<file path="config.mk">
export PLATFORM = sky130hd
export DESIGN_NAME = bbh_crc8_inserter
export DESIGN_NICKNAME = d
export VERILOG_FILES = /design/src/rtl/bbh_crc8_inserter.sv
export SDC_FILE = /design/constraint.sdc
export NUM_CORES = 1
export LEC_CHECK = 0
export ABC_AREA = 1
export CORE_MARGIN = 3
export CORE_UTILIZATION = 25
export DETAILED_ROUTE_END_ITERATION = 12
export GPL_ROUTABILITY_DRIVEN = 0
export HOLD_SLACK_MARGIN = 0.02
export SLEW_MARGIN = 10
export SYNTH_ARGS = -nofsm -noshare
export SYNTH_HDL_FRONTEND = slang
export SYNTH_SLANG_ARGS = --single-unit
</file>
<file path="constraint.sdc">
create_clock -name CLK -period 1.7 [get_ports CLK]
set_input_delay 0.425 -clock CLK [delete_from_list [all_inputs] [get_ports CLK]]
set_output_delay 0.425 -clock CLK [all_outputs]
set_load 0.01 [all_outputs]
</file>
<file path="src/rtl/bbh_crc8_inserter.sv">
// BBHEADER CRC-8 inserter.
// Computes CRC-8 (poly 0xD5, init 0x00, MSB-first, no reflection, no final XOR)
// over the first HDR_LEN bytes of each frame. The result is inserted as the
// next byte, and the data field is then passed through up to end of frame.
// Optional build macro BBH_MODE_XOR_EN adds a mode_hem input. Its value is
// captured on the sop byte and XORed into bit 0 of the inserted CRC byte.
module bbh_crc8_inserter #(
  parameter int unsigned HDR_LEN = 9
) (
`ifdef BBH_MODE_XOR_EN
  input  logic       mode_hem,
`endif
  input  logic       CLK,
  input  logic       RST,
  input  logic [7:0] in_data,
  input  logic       in_valid,
  input  logic       in_sop,
  input  logic       in_eop,
  output logic       in_ready,
  output logic [7:0] out_data,
  output logic       out_valid,
  output logic       out_sop,
  output logic       out_eop,
  input  logic       out_ready,
  output logic [7:0] crc_out,
  output logic       err
);

  typedef enum logic [1:0] {StIdle, StHdr, StCrc, StData} state_e;

  // Index of the last header byte, as seen by the received-byte counter.
  localparam logic [3:0] LastIdx = 4'(HDR_LEN - 1);

  state_e     state_q;
  logic [3:0] cnt_q;
  logic [7:0] crc_q;
  logic       eop_pend_q;  // last header byte also ended the frame
  logic       out_free;
  logic       accept;
  logic [7:0] crc_ins;

  // One byte of MSB-first CRC-8 update, polynomial 0xD5.
  function automatic logic [7:0] crc8_byte(input logic [7:0] crc, input logic [7:0] data);
    logic [7:0] c;
    c = crc ^ data;
    for (int i = 0; i < 8; i++) begin
      c = c[7] ? ((c << 1) ^ 8'hD5) : (c << 1);
    end
    return c;
  endfunction

`ifdef BBH_MODE_XOR_EN
  logic hem_q;
  assign crc_ins = crc_q ^ {7'b0, hem_q};
`else
  assign crc_ins = crc_q;
`endif

  assign out_free = !out_valid || out_ready;
  assign in_ready = !RST && out_free && (state_q != StCrc);
  assign accept   = in_valid && in_ready;

  // Frame FSM, CRC register and registered output stage.
  always_ff @(posedge CLK) begin
    if (RST) begin
      state_q    <= StIdle;
      cnt_q      <= 4'd0;
      crc_q      <= 8'h00;
      eop_pend_q <= 1'b0;
      out_data   <= 8'h00;
      out_valid  <= 1'b0;
      out_sop    <= 1'b0;
      out_eop    <= 1'b0;
      crc_out    <= 8'h00;
      err        <= 1'b0;
`ifdef BBH_MODE_XOR_EN
      hem_q      <= 1'b0;
`endif
    end else begin
      err <= 1'b0;
      if (out_valid && out_ready) begin
        out_valid <= 1'b0;
      end

      if (state_q == StCrc) begin
        // Insert the CRC byte as soon as the output register frees up.
        if (out_free) begin
          out_valid <= 1'b1;
          out_data  <= crc_ins;
          out_sop   <= 1'b0;
          out_eop   <= eop_pend_q;
          crc_out   <= crc_ins;
          state_q   <= eop_pend_q ? StIdle : StData;
        end
      end else if (accept) begin
        if (in_sop) begin
          // A sop always opens a new frame; outside IDLE it abandons the old one.
          out_valid <= 1'b1;
          out_data  <= in_data;
          out_sop   <= 1'b1;
          out_eop   <= 1'b0;
          crc_q     <= crc8_byte(8'h00, in_data);
          cnt_q     <= 4'd1;
`ifdef BBH_MODE_XOR_EN
          hem_q     <= mode_hem;
`endif
          if (state_q != StIdle) begin
            err <= 1'b1;
          end
          if (LastIdx == 4'd0) begin
            eop_pend_q <= in_eop;
            state_q    <= StCrc;
          end else if (in_eop) begin
            out_eop <= 1'b1;
            err     <= 1'b1;
            state_q <= StIdle;
          end else begin
            state_q <= StHdr;
          end
        end else begin
          unique case (state_q)
            StIdle: begin
              // Out-of-frame bytes are dropped silently.
            end
            StHdr: begin
              out_valid <= 1'b1;
              out_data  <= in_data;
              out_sop   <= 1'b0;
              out_eop   <= 1'b0;
              crc_q     <= crc8_byte(crc_q, in_data);
              cnt_q     <= cnt_q + 4'd1;
              if (cnt_q == LastIdx) begin
                eop_pend_q <= in_eop;
                state_q    <= StCrc;
              end else if (in_eop) begin
                // Truncated header: close the frame without a CRC byte.
                out_eop <= 1'b1;
                err     <= 1'b1;
                state_q <= StIdle;
              end
            end
            StData: begin
              out_valid <= 1'b1;
              out_data  <= in_data;
              out_sop   <= 1'b0;
              out_eop   <= in_eop;
              if (in_eop) begin
                state_q <= StIdle;
              end
            end
            default: begin
            end
          endcase
        end
      end
    end
  end

endmodule

</file>
==> results.yml <==
power_and_ir_drop:
  p_total_w: 0.00269
  sw_frac_of_total_pct: 33.9
  power_switching_w: 0.000913
  clock_power_share_pct: 29.4
  powerDensity_nw_per_um2: 698
  comb_power_share_pct: 37.5
  p_int_w: 0.00178
  p_leak_nw: 1.82
  worst_ir_drop_vdd_mv: 0.277
  seq_power_share_pct: 33.1
yosys:
  yosys.cell_types.count: 32
  synthesis.area_um2: 2490
  synth-seq-area-share_pct: 28.2
  syn_nets: 426
  ys_seq_elements: 35
  synth_top_area_cell: "dfxtp_1"
  syn_area_per_cell_um2: 6.07
  synth.area.top_cells: "dfxtp_1 (28%), nand2_1 (22%), nand3_1 (8.9%)"
  synthDominantCellAreaShare_pct: 28.2
  synthCells: 410
  synth-warning-count: 0
critical_path:
  critPathBufInv: 2
  critical_path.max_fanout: 4
  worst_path_dominant_cell_family: "simple AND/OR/NAND/NOR gates"
  worst_ep_required_time_ns: 1.88
  crit_path_top_delay_cell: "dfxtp_4"
  worst_ep_arrival_time_ns: 1.84
  critical_path_class: "reg -> reg"
  critical_path.startpoint_type: "flip-flop"
  max_stage_delay_ns: 0.38
  crit_path_end_kind: "flip-flop"
  crit_chain: "inv_4 -> nand2_2 -> nand2_2 -> buf_6 -> nand2_4 -> nand2_4 -> xnor2_2 -> or2_1 -> nand2_1 -> nand2_1 -> nand3_1 -> a21oi_1"
global_routing:
  grt_pass1_vias: 2738
  gr-total-overflow: 0
  grt_first_pass_wirelength_um: 13000
  grt_antenna_before_repair: 0
  globalRouteTotalUtil_pct: 14.2
  grt_start_max_net_pins: 21
routing:
  overall_routed_net_length_um: 8190
  ant_nets: 0
  drt_first_iter_violations: 233
  remaining_drc_errors: 0
  wl_per_cell_um: 12.8
  routed-via-count: 2992
  detail_route.vias_per_cell: 4.67
  dr.pass1.iters: 4
clock_network:
  clk_root_buffer_cell: "clkbuf_8"
  cts_sink_cnt: 35
  htreeDepth: 2
  worst_setup_hold_path_clk_slew_ns: 0.08
  cts_made_buffers: 5
  tritoncts: "done"
  ctsLongestPathBuffers: 2
  worst_skew_pair.late_latency_ns: 0.29
place:
  place.detailed.hpwl_um: 5940
  buffer_ports.inserted: 34
  pre_cts_slack_ns: -0.655
timing:
  slew-limit-headroom_pct: 84.5
  worst_slack_ns: 0.0383
  fin_crit_ns: 1.66
  finalSetupViolations: 0
  maxClockFrequency_mhz: 602
  hold_violations: 0
  final_max_slew_viol_count: 0
  worst_clk_skew_ns: 0.00537
  timing.final.crit_share_pct: 97.7
  tightest_slew_ns: 0.230
outcome:
  run_status: "finished, final reports clean"
die:
  number_of_rows_in_the_core_area: 35
  coreArea_um2: 9460
  floorplan.initialDensity_pct: 26.3
  fp.dieW_um: 106
  die_height_um: 106
  design.portCount: 35
  die_area_um2: 11200
cells_and_area:
  layout-area-overhead-vs-synth_pct: 54.9
  antenna_cells_inserted: 0
  layout.core_utilization_pct: 40.7
  layout.nets: 527
  fillers: 993
  drive_gt1_share_pct: 35.4
job:
  drv.max_cap_violation_count: 0
worst_hold_path:
  hold_path_class: "reg -> reg"
## worst paths after layout
check | startpoint | to | slack [ns] | cells after the start
setup / recovery | crc_ins[7]$_SDFFE_PP0P_ | crc_ins[5]$_SDFFE_PP0P_ | 0.04 | 12
hold / removal | out_eop$_SDFFE_PP0P_ | out_eop$_SDFFE_PP0P_ | 0.46 | 2
setup reg to reg | crc_ins[7]$_SDFFE_PP0P_ | crc_ins[5]$_SDFFE_PP0P_ | 0.04 | 12
hold reg to reg | out_eop$_SDFFE_PP0P_ | out_eop$_SDFFE_PP0P_ | 0.46 | 2
## Yosys cell counts
cell type / count
nor4_1: 1
xnor2_1: 4
xnor2_2: 1
xnor3_1: 1
nor3_1: 4
nor2_2: 3
a21oi_2: 1
or2_1: 1
a211oi_1: 7
nor3b_1: 1
clkbuf_1: 8
o22ai_2: 1
clkinv_2: 1
xor2_1: 5
nand2_1: 145
ha_1: 2
nor2_4: 2
o21ai_0: 23
nand3_2: 2
inv_2: 8
o21ai_1: 4
inv_1: 35
a31oi_1: 12
nor2_1: 22
buf_2: 6
buf_6: 2
nand3_1: 44
nand4_1: 2
dfxtp_1: 35
nand2_2: 8
a21oi_1: 17
nand3b_1: 2
## cell families after synthesis
kind of cell,count (synthesis),share of synthesized area [%]
AND/OR/NAND/NOR,237,41.2
AO/OA/AOI/OAI,65,14.8
buffers and inverters,60,10.0
flip-flops,35,28.2
XOR/XNOR,11,4.73
adder cells (fa/ha/maj),2,1.01
## cells in the final DEF, fill, tap and decap left out, types with 6 or more instances in the layout
master / synthesis / routed
nand2_1: 145 / 118
buf_4: 0 / 69
nand3_1: 44 / 40
inv_1: 35 / 29
nand2_2: 8 / 27
dfxtp_1: 35 / 26
clkdlybuf4s50_1: 0 / 23
nor2_1: 22 / 18
a21oi_1: 17 / 16
a31oi_1: 12 / 12
o21ai_0: 23 / 11
inv_2: 8 / 10
o21ai_1: 4 / 9
nand2_4: 0 / 7
a211oi_1: 7 / 7
dfxtp_2: 0 / 7
nor2_2: 3 / 6
o21ai_2: 0 / 6
clkbuf_8: 0 / 6
## flip-flops by register name, summed over array words and instances, names as in the netlist
register	cells
cnt_q	4
crc_ins	8
crc_out	8
eop_pend_q	1
err	1
out_data	8
out_eop	1
out_sop	1
out_valid	1
state_q	2
## what timing repair did
item,in CTS,in global routing
endpoints found under the setup margin,25,23
cloned,1,0
hold buffers,0,0
pin swaps,11,33
resized for setup,48,86
buffers inserted,6,13
## final cells by class
class | instances | area [µm²] | share of cell area [%]
multi-input combinational | 315 | 1760 | 45.6
timing repair buffer | 110 | 923 | 24.0
clock inverter | 2 | 35.0 | 0.909
inverter | 44 | 179 | 4.64
clock buffer | 6 | 82.6 | 2.14
tap | 129 | 161 | 4.19
sequential | 35 | 717 | 18.6
## routing by layer
layer	global-route usage [%]	vias up	wire length, µm	share of wire [%]
li1	-	1532	-	-
met1	18.1	1381	3580	44
met2	24.1	66	4040	49
met3	2.20	13	396	4.8
met4	5.37	0	179	2.2
met5	0	-	0	0
## power by group through the flow
stage	Combinational [W]	Clock, W	Sequential, W
CTS	0.000883	0.000804	0.000885
global placement	0.000816	0	0.000902
finish	0.00101	0.000790	0.000891
global route	0.00110	0.000838	0.000896
floorplan	0.000509	0	0.000906
detailed placement	0.000828	0	0.000903
## per-stage QoR
| step | TNS [ns] | hold slack [ns] | cells | instance area (µm²) |
|---|---|---|---|---|
| detailed placement | -11.30 | 0.458 | 615 | 3340 |
| global placement | -10.96 | 0.456 | 615 | 3340 |
| floorplan | 0 | 0.464 | 410 | 2490 |
| CTS | 0 | 0.469 | 630 | 3610 |
| global route | -0.128 | 0.493 | 641 | 3850 |
| finish | 0 | 0.464 | 641 | 3850 |
## worst register-to-register path, stage by stage, from the launching register on
cell     delay [ns]
dfxtp_4        0.38
inv_4          0.05
nand2_2        0.05
nand2_2        0.08
buf_6          0.13
nand2_4        0.08
nand2_4        0.07
xnor2_2        0.14
or2_1          0.26
nand2_1        0.09
nand2_1        0.05
nand3_1        0.09
a21oi_1        0.07
Power figures use the tool's default switching activity.
